<file path="src/rtl/fp_pkg.sv">
// Shared types and constants for the sequential floating-point divider.
package fp_pkg;

    typedef enum logic [2:0] {
        ST_IDLE,
        ST_UNPACK,
        ST_DIVIDE,
        ST_NORM,
        ST_ROUND,
        ST_DONE
    } state_t;

    // Rounding-mode encodings; any other code behaves as RNE.
    localparam logic [2:0] RM_RNE = 3'b000;
    localparam logic [2:0] RM_RTZ = 3'b001;
    localparam logic [2:0] RM_RDN = 3'b010;
    localparam logic [2:0] RM_RUP = 3'b011;

    // Bit positions inside fflags = {NV,DZ,OF,UF,NX}.
    localparam int FLAG_NV = 4;
    localparam int FLAG_DZ = 3;
    localparam int FLAG_OF = 2;
    localparam int FLAG_UF = 1;
    localparam int FLAG_NX = 0;

    // Exponent bias for a given exponent width.
    function automatic int fp_bias(input int exp_w);
        return (1 << (exp_w - 1)) - 1;
    endfunction

    // Canonical quiet NaN (sign 0, exponent all ones, fraction MSB set),
    // returned wide and truncated by the caller to its word width.
    function automatic logic [127:0] fp_canon_nan(input int exp_w, input int man_w);
        logic [127:0] v;
        v = ((128'd1 << exp_w) - 128'd1) << man_w;
        v = v | (128'd1 << (man_w - 1));
        return v;
    endfunction

endpackage

</file>
<file path="src/rtl/fp_sig_divider.sv">
// Restoring radix-2 significand divider, one quotient bit per clock.
// done is high during the cycle of the final iteration; quotient and
// rem_nz are valid from the following cycle until the next start.
module fp_sig_divider #(
    parameter int SIG_W = 24,
    parameter int ITER  = 27
) (
    input  logic             clk,
    input  logic             rst_n,
    input  logic             start,
    input  logic [SIG_W-1:0] dividend,
    input  logic [SIG_W-1:0] divisor,
    output logic             done,
    output logic [ITER-1:0]  quotient,
    output logic             rem_nz
);

    localparam int CNT_W = $clog2(ITER + 1);

    logic [SIG_W:0]   rem_q, rem_d;
    logic [SIG_W-1:0] div_q, div_d;
    logic [ITER-1:0]  quo_q, quo_d;
    logic [CNT_W-1:0] cnt_q, cnt_d;
    logic [SIG_W:0]   diff;
    logic [SIG_W:0]   kept;
    logic             ge;

    // Load on start, otherwise one compare/subtract/shift step per cycle.
    always_comb begin
        rem_d = rem_q;
        div_d = div_q;
        quo_d = quo_q;
        cnt_d = cnt_q;
        ge    = (rem_q >= {1'b0, div_q});
        diff  = rem_q - {1'b0, div_q};
        kept  = ge ? diff : rem_q;
        if (start) begin
            rem_d = {1'b0, dividend};
            div_d = divisor;
            quo_d = '0;
            cnt_d = CNT_W'(ITER);
        end else if (cnt_q != '0) begin
            quo_d = {quo_q[ITER-2:0], ge};
            // kept < divisor, so its MSB is always zero and may be dropped.
            rem_d = {kept[SIG_W-1:0], 1'b0};
            cnt_d = cnt_q - 1'b1;
        end
    end

    // Divider state registers.
    always_ff @(posedge clk or negedge rst_n) begin
        if (!rst_n) begin
            rem_q <= '0;
            div_q <= '0;
            quo_q <= '0;
            cnt_q <= '0;
        end else begin
            rem_q <= rem_d;
            div_q <= div_d;
            quo_q <= quo_d;
            cnt_q <= cnt_d;
        end
    end

    assign done     = (cnt_q == CNT_W'(1));
    assign quotient = quo_q;
    assign rem_nz   = |rem_q;

endmodule

</file>
<file path="src/rtl/fp_div_seq.sv">
// Sequential IEEE-754 divider: unpack/specials, restoring significand
// division, normalise, round in four modes, FTZ on inputs and output.
module fp_div_seq
    import fp_pkg::*;
#(
    parameter int EXP_W = 8,
    parameter int MAN_W = 23
) (
    input  logic                   clk,
    input  logic                   rst_n,
    input  logic                   in_valid,
    output logic                   in_ready,
    input  logic [EXP_W+MAN_W:0]   op_a,
    input  logic [EXP_W+MAN_W:0]   op_b,
    input  logic [2:0]             rm,
    output logic                   out_valid,
    input  logic                   out_ready,
    output logic [EXP_W+MAN_W:0]   result,
    output logic [4:0]             fflags
);

    localparam int W     = 1 + EXP_W + MAN_W;
    localparam int SIG_W = MAN_W + 1;
    localparam int ITER  = MAN_W + 4;
    localparam int EW    = EXP_W + 2;
    localparam logic signed [EW-1:0] BIAS_S  = EW'(fp_bias(EXP_W));
    localparam logic signed [EW-1:0] EXP_MAX = EW'((1 << EXP_W) - 1);
    localparam logic [W-1:0]     CANON_NAN = W'(fp_canon_nan(EXP_W, MAN_W));
    localparam logic [EXP_W-1:0] EXP_ONES  = {EXP_W{1'b1}};
    localparam logic [EXP_W-1:0] EXP_MAXF  = {{(EXP_W-1){1'b1}}, 1'b0};
    localparam logic [MAN_W-1:0] MAN_ZERO  = {MAN_W{1'b0}};
    localparam logic [MAN_W-1:0] MAN_ONES  = {MAN_W{1'b1}};

    state_t                 state_q, state_d;
    logic [W-1:0]           op_a_q, op_a_d, op_b_q, op_b_d;
    logic [2:0]             rm_q, rm_d;
    logic                   sign_q, sign_d;
    logic signed [EW-1:0]   exp_q, exp_d;
    logic [MAN_W-1:0]       frac_q, frac_d;
    logic                   guard_q, guard_d, sticky_q, sticky_d;
    logic [W-1:0]           result_q, result_d;
    logic [4:0]             fflags_q, fflags_d;

    logic                   sa, sb, sq;
    logic [EXP_W-1:0]       ea, eb;
    logic [MAN_W-1:0]       fa, fb;
    logic                   a_zero, b_zero, a_inf, b_inf, a_nan, b_nan;
    logic signed [EW-1:0]   e_unpack;

    logic                   div_start, div_done, div_rem_nz;
    logic [ITER-1:0]        div_quo;

    assign sa = op_a_q[W-1];
    assign sb = op_b_q[W-1];
    assign sq = sa ^ sb;
    assign ea = op_a_q[W-2 -: EXP_W];
    assign eb = op_b_q[W-2 -: EXP_W];
    assign fa = op_a_q[MAN_W-1:0];
    assign fb = op_b_q[MAN_W-1:0];

    // Zero exponent covers subnormals too: they are flushed to zero.
    assign a_zero = (ea == '0);
    assign b_zero = (eb == '0);
    assign a_inf  = (ea == EXP_ONES) && (fa == '0);
    assign b_inf  = (eb == EXP_ONES) && (fb == '0);
    assign a_nan  = (ea == EXP_ONES) && (fa != '0);
    assign b_nan  = (eb == EXP_ONES) && (fb != '0);
    assign e_unpack = $signed({2'b00, ea}) - $signed({2'b00, eb}) + BIAS_S;

    fp_sig_divider #(
        .SIG_W (SIG_W),
        .ITER  (ITER)
    ) u_sig_div (
        .clk      (clk),
        .rst_n    (rst_n),
        .start    (div_start),
        .dividend ({1'b1, fa}),
        .divisor  ({1'b1, fb}),
        .done     (div_done),
        .quotient (div_quo),
        .rem_nz   (div_rem_nz)
    );

    // Special-operand classification in priority order.
    logic         is_special;
    logic [W-1:0] special_res;
    logic [4:0]   special_flags;
    always_comb begin
        is_special    = 1'b1;
        special_res   = '0;
        special_flags = '0;
        if (a_nan || b_nan || (a_zero && b_zero) || (a_inf && b_inf)) begin
            special_res            = CANON_NAN;
            special_flags[FLAG_NV] = 1'b1;
        end else if (a_inf) begin
            special_res = {sq, EXP_ONES, MAN_ZERO};
        end else if (b_zero) begin
            special_res            = {sq, EXP_ONES, MAN_ZERO};
            special_flags[FLAG_DZ] = 1'b1;
        end else if (b_inf || a_zero) begin
            special_res = {sq, {(W-1){1'b0}}};
        end else begin
            is_special = 1'b0;
        end
    end

    // Normalise the quotient from (0.5,2) into [1,2); hidden bit is implied.
    logic [MAN_W-1:0]     norm_frac;
    logic                 norm_guard, norm_sticky;
    logic signed [EW-1:0] norm_exp;
    always_comb begin
        norm_exp = exp_q;
        if (div_quo[ITER-1]) begin
            norm_frac   = div_quo[ITER-2 -: MAN_W];
            norm_guard  = div_quo[2];
            norm_sticky = div_quo[1] | div_quo[0] | div_rem_nz;
        end else begin
            norm_frac   = div_quo[ITER-3 -: MAN_W];
            norm_guard  = div_quo[1];
            norm_sticky = div_quo[0] | div_rem_nz;
            norm_exp    = exp_q - EW'(1);
        end
    end

    // Round, then detect overflow/underflow on the rounded exponent.
    logic                 round_inc, round_carry, inexact, ovf_inf;
    logic [MAN_W-1:0]     round_frac;
    logic signed [EW-1:0] round_exp;
    logic [W-1:0]         round_res;
    logic [4:0]           round_flags;
    always_comb begin
        inexact = guard_q | sticky_q;
        case (rm_q)
            RM_RTZ:  round_inc = 1'b0;
            RM_RDN:  round_inc = inexact & sign_q;
            RM_RUP:  round_inc = inexact & ~sign_q;
            default: round_inc = guard_q & (sticky_q | frac_q[0]);
        endcase
        case (rm_q)
            RM_RTZ:  ovf_inf = 1'b0;
            RM_RDN:  ovf_inf = sign_q;
            RM_RUP:  ovf_inf = ~sign_q;
            default: ovf_inf = 1'b1;
        endcase
        // A carry out of the fraction means the significand became 2.0.
        {round_carry, round_frac} = {1'b0, frac_q} + {{MAN_W{1'b0}}, round_inc};
        round_exp   = exp_q + $signed({{(EW-1){1'b0}}, round_carry});
        round_res   = {sign_q, round_exp[EXP_W-1:0], round_frac};
        round_flags = '0;
        round_flags[FLAG_NX] = inexact;
        if (round_exp >= EXP_MAX) begin
            round_res = ovf_inf ? {sign_q, EXP_ONES, MAN_ZERO}
                                : {sign_q, EXP_MAXF, MAN_ONES};
            round_flags[FLAG_OF] = 1'b1;
            round_flags[FLAG_NX] = 1'b1;
        end else if (round_exp[EW-1] || (round_exp == '0)) begin
            round_res = {sign_q, {(W-1){1'b0}}};
            round_flags[FLAG_UF] = 1'b1;
            round_flags[FLAG_NX] = 1'b1;
        end
    end

    // FSM next-state and datapath register updates.
    always_comb begin
        state_d   = state_q;
        op_a_d    = op_a_q;
        op_b_d    = op_b_q;
        rm_d      = rm_q;
        sign_d    = sign_q;
        exp_d     = exp_q;
        frac_d    = frac_q;
        guard_d   = guard_q;
        sticky_d  = sticky_q;
        result_d  = result_q;
        fflags_d  = fflags_q;
        div_start = 1'b0;
        case (state_q)
            ST_IDLE: begin
                if (in_valid) begin
                    op_a_d  = op_a;
                    op_b_d  = op_b;
                    rm_d    = rm;
                    state_d = ST_UNPACK;
                end
            end
            ST_UNPACK: begin
                if (is_special) begin
                    result_d = special_res;
                    fflags_d = special_flags;
                    state_d  = ST_DONE;
                end else begin
                    sign_d    = sq;
                    exp_d     = e_unpack;
                    div_start = 1'b1;
                    state_d   = ST_DIVIDE;
                end
            end
            ST_DIVIDE: begin
                if (div_done) begin
                    state_d = ST_NORM;
                end
            end
            ST_NORM: begin
                exp_d    = norm_exp;
                frac_d   = norm_frac;
                guard_d  = norm_guard;
                sticky_d = norm_sticky;
                state_d  = ST_ROUND;
            end
            ST_ROUND: begin
                result_d = round_res;
                fflags_d = round_flags;
                state_d  = ST_DONE;
            end
            ST_DONE: begin
                if (out_ready) begin
                    state_d = ST_IDLE;
                end
            end
            default: state_d = ST_IDLE;
        endcase
    end

    // State and datapath registers.
    always_ff @(posedge clk or negedge rst_n) begin
        if (!rst_n) begin
            state_q  <= ST_IDLE;
            op_a_q   <= '0;
            op_b_q   <= '0;
            rm_q     <= '0;
            sign_q   <= 1'b0;
            exp_q    <= '0;
            frac_q   <= '0;
            guard_q  <= 1'b0;
            sticky_q <= 1'b0;
            result_q <= '0;
            fflags_q <= '0;
        end else begin
            state_q  <= state_d;
            op_a_q   <= op_a_d;
            op_b_q   <= op_b_d;
            rm_q     <= rm_d;
            sign_q   <= sign_d;
            exp_q    <= exp_d;
            frac_q   <= frac_d;
            guard_q  <= guard_d;
            sticky_q <= sticky_d;
            result_q <= result_d;
            fflags_q <= fflags_d;
        end
    end

    assign in_ready  = (state_q == ST_IDLE);
    assign out_valid = (state_q == ST_DONE);
    assign result    = result_q;
    assign fflags    = fflags_q;

endmodule

</file>
<file path="config.mk">
export PLATFORM = sky130hd
export DESIGN_NAME = fp_div_seq
export DESIGN_NICKNAME = d
export VERILOG_FILES = /design/src/rtl/fp_pkg.sv /design/src/rtl/fp_sig_divider.sv /design/src/rtl/fp_div_seq.sv
export SDC_FILE = /design/constraint.sdc
export NUM_CORES = 1
export LEC_CHECK = 0
export CORE_MARGIN = 2
export CORE_UTILIZATION = 40
export DETAILED_ROUTE_END_ITERATION = 7
export PLACE_DENSITY = 0.69
export SYNTH_ARGS = -nofsm -noshare
export SYNTH_HDL_FRONTEND = slang
export SYNTH_HIERARCHICAL = 1
export SYNTH_SLANG_ARGS = --single-unit
</file>
<file path="constraint.sdc">
create_clock -name clk -period 3.8 [get_ports clk]
set_input_delay 0.76 -clock clk [delete_from_list [all_inputs] [get_ports clk]]
set_output_delay 0.76 -clock clk [all_outputs]
set_load 0.005 [all_outputs]
</file>
==> results.toml <==
[status]
status = "completed"

[clocking]
clock_sinks = 224
cts_tree = "built"
cts_buffer_depth = 3
cts-buffers-inserted = 26
root_buffer = "clkbuf_16"
htreeDepth = 1
clk_pin_slew_ps = 60
worstSkewPairLatency_ps = 540

[finish]
final-instance-count-excl-fill = 1839
final_common_cell = "dfrtp_1"
syn2layout_area_growth_pct = 20.5
fin_nets = 1537
diodes = 0
fillers = 2873
layout-drive-gt1-share = 0.127
most-common-layout-cells = "224 x dfrtp_1, 196 x nand2_1, 108 x clkdlybuf4s50_1, 90 x o21ai_0, 78 x a21oi_1"
stdcell_area_um2 = 15100

[route]
drc_errors = 0
totalWireLength_um = 30600
drtIter0Drc = 847
route.met2.wl_um = 14400
dr.pass1.iters = 5
top_layer_used = "met4"
wl_met3_um = 1480
via_per_inst = 5.51
drt-met1-wl_um = 14000
ant_nets = 0
vias = 10100
wire_per_inst_um = 16.6

[critical_path]
path_max_fanout = 11
crit_top_cell = "ha_4"
path_cells = "xnor2_1 -> o41ai_2 -> ha_2 -> nand3_1 -> nor2_1 -> and3_1 -> and3_4 -> ha_4 -> ha_4 -> and4_4 -> a21boi_0 -> o2111ai_2 -> nand2_2 -> buf_4 -> a21bo_4 -> o211ai_1"
crit_arrival_ps = 4140
critPathTopFamily = "compound AO/OA/AOI/OAI gates"
cp_slowest_cell = "dfrtp_1"
cp-end-kind = "flip-flop"
worst-path-buf-inv = 1
critPathLaunchType = "flip-flop"
crit_required_ps = 4250
max_stage_delay_ps = 410
critPathKind = "flip-flop to flip-flop"

[timing]
finalSetupViolCount = 0
layout_min_cycle_time_ps = 3690
skew_ps = 24.7
worstMarginPinSlew_ps = 940
timing.final.crit_share = 0.971
clock.fmax_mhz = 271
relSlewSlack = 0.368
holdWs_ps = 195
report.final.slew_viol_count = 0
hold_viol_final = 0

[yosys]
synthSimpleGateAreaFrac = 0.173
syn_avg_cell_area_um2 = 9.43
synth_mux_area_frac = 0.0834
ys_ff_latch = 224
ys.flop_type = "dfrtp_1"
synth_top_family_by_area = "simple AND/OR/NAND/NOR gates"
synth-edff-count = 0
yosysUniqueCellTypes = 84
ys_warn_count = 6
yosys.area_share.xor_xnor = 0.0371
syn_area_um2 = 12500
synth-adder-area-share = 0.0442
synth_compound_area_frac = 0.171
ys_async_sr_fraction = 1.00
ys_seq_area_frac = 0.448
synthCells = 1327

[grt]
grt_usage = 0.183
grt_max_degree = 88
grt_overflow = 0
grt_pass1_wl_um = 50300
antenna_found_initial = 0
grt_pass1_vias = 9835

[placed_design]
dp_hpwl_um = 21700
place_congestion = 0.920
placed_area_um2 = 14000
port_buffers = 109
placed_cells = 1783

[power_and_ir_drop]
power.leakage_nw = 6.15
pwr_density_cell_nw_per_um2 = 981
ir_worst_vdd_v = 0.000455

[worst_hold_path]
hold_class = "input pin to asynchronous set/reset pin"

[floorplan]
io_pins = 110
die_w_um = 181
core.rowCount = 64
initial_core_util = 0.408
die_area_um2 = 32700
dieHeight_um = 181
core_um2 = 30700

[job]
drv_cap = 0
## routing by layer
| layer | vias to the layer above | track usage |
|---|---|---|
| li1 | 4984 | - |
| met2 | 279 | 0.298 |
| met3 | 49 | 0.0250 |
| met1 | 4822 | 0.257 |
| met4 | 0 | 0.0465 |
| met5 | - | 0 |
## state kept, by name, indices dropped and copies added, names as in the netlist, 3 cells and up
register            cells
u_sig_div/rem_q        25
state_q                 3
op_b_q                 32
op_a_q                 32
u_sig_div/div_q        24
exp_q                  10
u_sig_div/cnt_q         5
fflags                  5
rm_q                    3
result                 32
u_sig_div/quotient     27
frac_q                 23
## final timing paths
kind / cells past startpoint / end / slack [ps] / start
max: 16 / result[15] / 110 / sign_q
min: 1 / result[28] / 200 / rst_n
max reg2reg: 16 / result[15] / 110 / sign_q
min reg2reg: 2 / fflags[3] / 490 / fflags[3]
max in group asynchronous: 2 / frac_q[19] / 2670 / rst_n
min in group clk: 2 / fflags[3] / 490 / fflags[3]
## power breakdown
part / internal (mW) / total [mW] / leakage (nW) / switching [mW]
Sequential: 3.48 / 4.50 / 2.81 / 1.02
Clock: 1.52 / 2.51 / 0.430 / 0.996
Combinational: 3.54 / 7.77 / 2.91 / 4.23
## synthesized netlist by cell type, types with 6 or more instances
master / instances / area, µm²
and3_1: 10 / 62.6
nor3b_1: 6 / 45.0
mux2i_1: 33 / 330
and2_1: 10 / 62.6
mux2_2: 62 / 698
a211oi_1: 13 / 97.6
nor2b_1: 9 / 56.3
xor2_1: 23 / 201
o211ai_1: 29 / 218
dfrtp_1: 224 / 5610
xnor2_1: 30 / 263
a21oi_1: 79 / 395
a31oi_1: 7 / 43.8
nand2b_1: 13 / 81.3
a21o_1: 15 / 113
a211o_1: 6 / 52.6
o31ai_1: 13 / 97.6
nor2_1: 77 / 289
ha_1: 41 / 513
nand3_1: 25 / 125
a22oi_1: 10 / 75.1
or3_1: 8 / 50.1
inv_1: 55 / 206
nand2_1: 197 / 739
buf_1: 7 / 26.3
buf_2: 6 / 30.0
nor4_1: 26 / 163
nor3_1: 36 / 180
o21ai_0: 91 / 455
clkbuf_1: 50 / 188
nand4_1: 16 / 100
## cells by family (layout without fill, tap and decap cells)
logic type	Yosys count	count (layout)
and+or+nand+nor	458	458
buffers and inverters	126	239
adders and majority gates	43	43
muxes	96	96
xor gates and xnor gates	53	53
DFF	224	224
other	1	2
AOI/OAI and AO/OA	326	328
## stage by stage
| step | power [mW] | utilization | worst slack [ps] | setup TNS (ps) |
|---|---|---|---|---|
| floorplan | 10.2 | - | 102 | 0 |
| global placement | 11.8 | 0.455 | 9.79 | 0 |
| detailed placement | 12.1 | 0.455 | -157 | -2900 |
| CTS | 14.7 | 0.484 | -6.89 | -6.89 |
| global route | 16.1 | 0.491 | -46.6 | -612 |
| finish | 14.8 | 0.491 | 111 | 0 |
## layout make-up
cell class | count | area (µm²) | area share
well taps | 396 | 495 | 0.0329
clock inverters | 10 | 118 | 0.00781
repair buffers | 136 | 1330 | 0.0881
inverters | 55 | 208 | 0.0138
multi-input cells | 980 | 6560 | 0.435
flip-flops and latches | 224 | 5610 | 0.372
clock buffers | 38 | 756 | 0.0502
## timing repair
item / 4_1_cts / 5_1_grt
gates resized for setup: 3 / 28
setup buffers: 0 / 6
gates cloned: 0 / 2
endpoints found under the setup margin: 22 / 33
hold buffers: 0 / 0
pin swaps: 0 / 8
Note: power is estimated with default switching activity, not from simulation.
